## config.mk

```make
export PLATFORM = sky130hd
export DESIGN_NAME = cmt_regif
export DESIGN_NICKNAME = d
export VERILOG_FILES = /design/src/rtl/cmt_regif.sv
export SDC_FILE = /design/constraint.sdc
export NUM_CORES = 1
export LEC_CHECK = 0
export CORE_AREA = 2 2 86 151
export DETAILED_ROUTE_END_ITERATION = 8
export DIE_AREA = 0 0 88 153
export HOLD_SLACK_MARGIN = 0.03
export PLACE_DENSITY = 0.6
export SLEW_MARGIN = 5
export SYNTH_ARGS = -nofsm -noshare
export SYNTH_HDL_FRONTEND = slang
export SYNTH_SLANG_ARGS = --single-unit
```

## constraint.sdc

```tcl
create_clock -name clk -period 3.2 [get_ports clk]
set_input_delay 0.32 -clock clk [delete_from_list [all_inputs] [get_ports clk]]
set_output_delay 0.32 -clock clk [all_outputs]
set_load 0.1 [all_outputs]
```

## src/rtl/cmt_regif.sv

```systemverilog
// Register interface for a two-channel compare-match timer: CMSTR, per-channel
// CMCSR/CMCNT/CMCOR, the armed read-then-clear CMF rule and level interrupts.
module cmt_regif #(
    parameter logic [15:0] COR_RST = 16'hFFFF
) (
    input  logic        clk,
    input  logic        rst_n,
    input  logic        ce_i,
    input  logic        we_i,
    input  logic [2:0]  addr_i,
    input  logic [15:0] wdata_i,
    output logic [15:0] rdata_o,
    output logic        ack_o,
    output logic        str0_o,
    output logic        str1_o,
    output logic [1:0]  cks0_o,
    output logic [1:0]  cks1_o,
    output logic [15:0] const0_o,
    output logic [15:0] const1_o,
    output logic        set_cnt0_o,
    output logic        set_cnt1_o,
    output logic [15:0] wdata_cnt0_o,
    output logic [15:0] wdata_cnt1_o,
    input  logic        cmf0_i,
    input  logic        cmf1_i,
    input  logic [15:0] cnt0_i,
    input  logic [15:0] cnt1_i,
    output logic        irq0_o,
    output logic        irq1_o
);

    logic        ack_q, ack_d;
    logic [15:0] rdata_q, rdata_d;
    logic [1:0]  str_q, str_d;
    logic        accept, wr, rd;

    logic [1:0]  cmf_in;
    logic [15:0] cnt_in   [2];
    logic [15:0] csr_val  [2];
    logic [15:0] cor_val  [2];
    logic [15:0] wcnt_val [2];
    logic [1:0]  cks_val  [2];
    logic [1:0]  set_cnt_val;
    logic [1:0]  irq_val;

    assign cmf_in    = {cmf1_i, cmf0_i};
    assign cnt_in[0] = cnt0_i;
    assign cnt_in[1] = cnt1_i;

    // The ack cycle itself is never an accept cycle, spacing accesses by 2.
    assign accept = ce_i & ~ack_q;
    assign wr     = accept & we_i;
    assign rd     = accept & ~we_i;

    genvar gi;
    generate
        for (gi = 0; gi < 2; gi++) begin : g_ch
            localparam logic [2:0] CSR_A = 3'(1 + 3 * gi);
            localparam logic [2:0] CNT_A = 3'(2 + 3 * gi);
            localparam logic [2:0] COR_A = 3'(3 + 3 * gi);

            logic        cmf_q, cmf_d;
            logic        arm_q, arm_d;
            logic        cmie_q, cmie_d;
            logic [1:0]  cks_q, cks_d;
            logic [15:0] cor_q, cor_d;
            logic        set_cnt_q, set_cnt_d;
            logic [15:0] wcnt_q, wcnt_d;
            logic        irq_q, irq_d;
            logic        wr_csr, rd_csr, wr_clr;

            assign wr_csr = wr && (addr_i == CSR_A);
            assign rd_csr = rd && (addr_i == CSR_A);
            assign wr_clr = wr_csr && !wdata_i[7];

            always_comb begin
                cmf_d     = cmf_q;
                arm_d     = arm_q;
                cmie_d    = cmie_q;
                cks_d     = cks_q;
                cor_d     = cor_q;
                set_cnt_d = 1'b0;
                wcnt_d    = wcnt_q;
                if (wr_clr && arm_q)
                    cmf_d = 1'b0;
                // A hardware set always wins over a software clear.
                if (cmf_in[gi])
                    cmf_d = 1'b1;
                if (rd_csr && cmf_q)
                    arm_d = 1'b1;
                if (cmf_in[gi] && (!cmf_q || wr_clr))
                    arm_d = 1'b0;
                if (wr_csr) begin
                    cmie_d = wdata_i[6];
                    cks_d  = wdata_i[1:0];
                end
                if (wr && (addr_i == COR_A))
                    cor_d = wdata_i;
                if (wr && (addr_i == CNT_A)) begin
                    set_cnt_d = 1'b1;
                    wcnt_d    = wdata_i;
                end
                irq_d = cmf_d & cmie_d;
            end

            always_ff @(posedge clk or negedge rst_n) begin
                if (!rst_n) begin
                    cmf_q     <= 1'b0;
                    arm_q     <= 1'b0;
                    cmie_q    <= 1'b0;
                    cks_q     <= 2'b00;
                    cor_q     <= COR_RST;
                    set_cnt_q <= 1'b0;
                    wcnt_q    <= 16'h0000;
                    irq_q     <= 1'b0;
                end else begin
                    cmf_q     <= cmf_d;
                    arm_q     <= arm_d;
                    cmie_q    <= cmie_d;
                    cks_q     <= cks_d;
                    cor_q     <= cor_d;
                    set_cnt_q <= set_cnt_d;
                    wcnt_q    <= wcnt_d;
                    irq_q     <= irq_d;
                end
            end

            assign csr_val[gi]     = {8'h00, cmf_q, cmie_q, 4'h0, cks_q};
            assign cor_val[gi]     = cor_q;
            assign wcnt_val[gi]    = wcnt_q;
            assign cks_val[gi]     = cks_q;
            assign set_cnt_val[gi] = set_cnt_q;
            assign irq_val[gi]     = irq_q;
        end
    endgenerate

    always_comb begin
        ack_d   = accept;
        str_d   = str_q;
        rdata_d = 16'h0000;
        if (wr && (addr_i == 3'd0))
            str_d = wdata_i[1:0];
        if (rd) begin
            case (addr_i)
                3'd0:    rdata_d = {14'h0000, str_q};
                3'd1:    rdata_d = csr_val[0];
                3'd2:    rdata_d = cnt_in[0];
                3'd3:    rdata_d = cor_val[0];
                3'd4:    rdata_d = csr_val[1];
                3'd5:    rdata_d = cnt_in[1];
                3'd6:    rdata_d = cor_val[1];
                default: rdata_d = 16'h0000;
            endcase
        end
    end

    always_ff @(posedge clk or negedge rst_n) begin
        if (!rst_n) begin
            ack_q   <= 1'b0;
            rdata_q <= 16'h0000;
            str_q   <= 2'b00;
        end else begin
            ack_q   <= ack_d;
            rdata_q <= rdata_d;
            str_q   <= str_d;
        end
    end

    assign ack_o        = ack_q;
    assign rdata_o      = rdata_q;
    assign str0_o       = str_q[0];
    assign str1_o       = str_q[1];
    assign cks0_o       = cks_val[0];
    assign cks1_o       = cks_val[1];
    assign const0_o     = cor_val[0];
    assign const1_o     = cor_val[1];
    assign set_cnt0_o   = set_cnt_val[0];
    assign set_cnt1_o   = set_cnt_val[1];
    assign wdata_cnt0_o = wcnt_val[0];
    assign wdata_cnt1_o = wcnt_val[1];
    assign irq0_o       = irq_val[0];
    assign irq1_o       = irq_val[1];

endmodule

```

==> results.md <==
- Htree depth: 3
- First-pass iteration count of the detailed router: 4
- Initial Util: 34.4%
- Synth Cell Area: 0.00421 mm2
- Initial antenna violation count: 0
- CP delay by family, top: buffers and inverters
- CTS max path bufs: 2
- Post-CTS Setup Inserts: 0
- Syn nets: 359
- Height of the chip: around 150 um
- Final worst-path cycle share: 72.9%
- Initial DRC Count: 130
- Maxcap violations: 0
- Reg clk slew, reported paths: 0.06 ns
- Worst VDD drop: 0.000491 V
- Number of gates resized after cts: 0
- Register area share after synthesis: 58.6%
- Crit-path cells: clkdlybuf4s50_1
- Layout cells sized above 1: 37.6%
- Unrepaired setup endpoints after global routing: no
- Post-Syn Instances: 302
- Crit path max fanout: 3
- Total grt overflow: 0
- Crit path DAT: about 2.0 ns
- Die Width: 88 um
- Measured slew at the worst slew-check pin: 1.03 ns
- Type of origin of the critical path: register
- Ys flop type: dfrtp_1
- Antenna viol nets, final: 0
- Peak per-stage delay on the critical path: 1.13 ns
- Critical Path End Type: primary output
- Slew headroom: a little under a third
- CTS buffer count: 9
- Crit Path Category: register to primary output
- Synth cell types: 38
- Final min period: roughly 2.3 ns
- Total GRT Usage: 18.6%
- Final net count: 512
- I/O pins: 148
- Fmax: around 430 MHz
- LEAKAGE: about 2.6 nW
- Sink Count: 97
- Worst EP required: 2.88 ns
- Largest net degree at the start of global routing: 49
- I/O Buffers: 147
- P&R area growth vs syn: 46.4%
- Post-synth ARST share: 100%
- Setup TNS: 0 ns
- Post-DP HPWL: 8920 um
- Die ar.: 0.0135 mm2
- # diodes: 0
- Final WL: 12,100 um
- Clock Tree Root: clkbuf_16
- Max Slew Vio Count: 0
- Syn avg cell area: 13.9 um2
- WL/cell: 19.3 um
- GPL Wtd Cong: 0.842
- Number of synthesized flops with an enable pin: 0
- TritonCTS clock tree: done
- HP Class: register to register
- Vias: 3,084
- Num rows: 54
- Worst skew pair latency: around 0.34 ns
- Synth warnings: 0
- FF+latch count, synth: 97
- Fin. Hold Viols: 0
- Vias per inst: 4.91
- Layout Skew: 0.00657 ns
- Worst Path Buf+Inv: 1
- Final number of setup-violating endpoints: 0
- # DRC: 0
- Global-route wire length before repair: approximately 19,000 um
- Core area: about 0.012 mm2
- Total power: 0.00549 W
- CTS Hold Bufs: 1
- Status: completed
- Critical-path top delay cell: clkdlybuf4s50_1
- Vias in the first global route: 3,339
- Pwr per Cell Area: 891 mW/mm2
## cells by family after synthesis
logic type      share of synthesized area [%]
compound gates                           7.34
buf+inv                                  2.88
flops                                    58.6
mux                                      24.5
simple gates                             6.69
## metrics by stage
step	setup WS (ns)	cell area [um2]	hold WS (ns)	utilization [%]	cells
floorplan	1.07	4210	0.0244	-	302
global placement	0.774	5800	0.381	47.4	611
detailed placement	0.728	5800	0.391	47.4	611
CTS	0.852	6160	0.490	50.4	628
global route	0.817	6160	0.506	50.4	628
finish	0.866	6160	0.491	50.4	628
## power breakdown
part           total [W]  internal [W]  switching (W)
clock            0.00125      0.000808       0.000446
sequential       0.00169       0.00153       0.000161
combinational    0.00255      0.000613        0.00193
total            0.00549       0.00295        0.00254
## cell type report
cell class                 count  area, um2
tap                          168        210
clock buffer                  12        256
fill                        1088       6060
sequential                    97       2470
timing repair buffer         159       1500
inverter                       3       11.3
multi-input combinational    185       1620
clock inverter                 4       98.8
## final timing paths
check                                               end  depth (start not counted)  slack (ns)                          from
setup / recovery                            const1_o[0]                          1        0.87       const1_o[0]$_DFFE_PN1P_
hold / removal             wdata_cnt1_o[14]$_DFFE_PN0P_                          1        0.49  wdata_cnt1_o[14]$_DFFE_PN0P_
setup reg to reg               const1_o[10]$_DFFE_PN1P_                          5        1.28               ack_o$_DFF_PN0_
hold reg to reg            wdata_cnt1_o[14]$_DFFE_PN0P_                          1        0.49  wdata_cnt1_o[14]$_DFFE_PN0P_
max in group asynchronous      const0_o[15]$_DFFE_PN1P_                          3        1.85                         rst_n
min in group asynchronous          rdata_o[8]$_DFF_PN0_                          2        0.56                         rst_n
## metal layers
metal  share of wire, %  wire [um]  global-route usage (%)
met5                  0          0                       0
met4                1.7        208                    6.37
met3                4.5        544                    3.13
met2                 56       6830                    34.6
met1                 37       4550                    20.6
## synth_stat cells (all sizes together) (2+ instances only)
library cell	n	share of area (%)
a22oi	11	2.0
nor3b	2	0.36
buf	15	2.4
o21ai	4	0.48
dfstp	32	20
nand2	8	0.77
and2b	2	0.36
nand3b	2	0.45
a31oi	6	0.89
mux2i	4	0.95
mux2	86	23
a22o	12	2.5
nor4b	2	0.42
dfrtp	65	39
inv	3	0.27
nand4	3	0.45
nand3	2	0.24
a21oi	3	0.36
clkbuf	2	0.18
nor2	25	2.7
a211oi	3	0.53
nor2b	3	0.45
## cells in the final DEF (no fill, tap or decap), types with 2 or more instances in the layout
cell	instances
a22o_1	12
bufinv_16	3
nor4b_1	2
a31oi_1	6
clkbuf_16	9
mux2_1	11
a211oi_1	3
mux2_2	75
dfstp_2	32
nor2_4	2
nand2_1	7
clkdlybuf4s50_1	115
inv_1	3
clkbuf_8	2
nand4_1	3
and2b_1	2
nor2_2	2
a21oi_1	3
nor3b_1	2
a22oi_1	11
o21ai_0	4
nand3_1	2
buf_4	42
mux2i_1	4
nor2_1	21
nor2b_1	2
dfrtp_1	65
## sequential cells by signal, summed over array words and instances, names as in the netlist
register      flops
ack_o             1
cks0_o            2
cks1_o            2
const0_o         16
const1_o         16
g_ch.arm_q        2
g_ch.cmf_q        2
g_ch.cmie_q       2
irq0_o            1
irq1_o            1
rdata_o          16
set_cnt0_o        1
set_cnt1_o        1
str_q             2
wdata_cnt0_o     16
wdata_cnt1_o     16
Note: power is estimated with default switching activity, not from simulation.
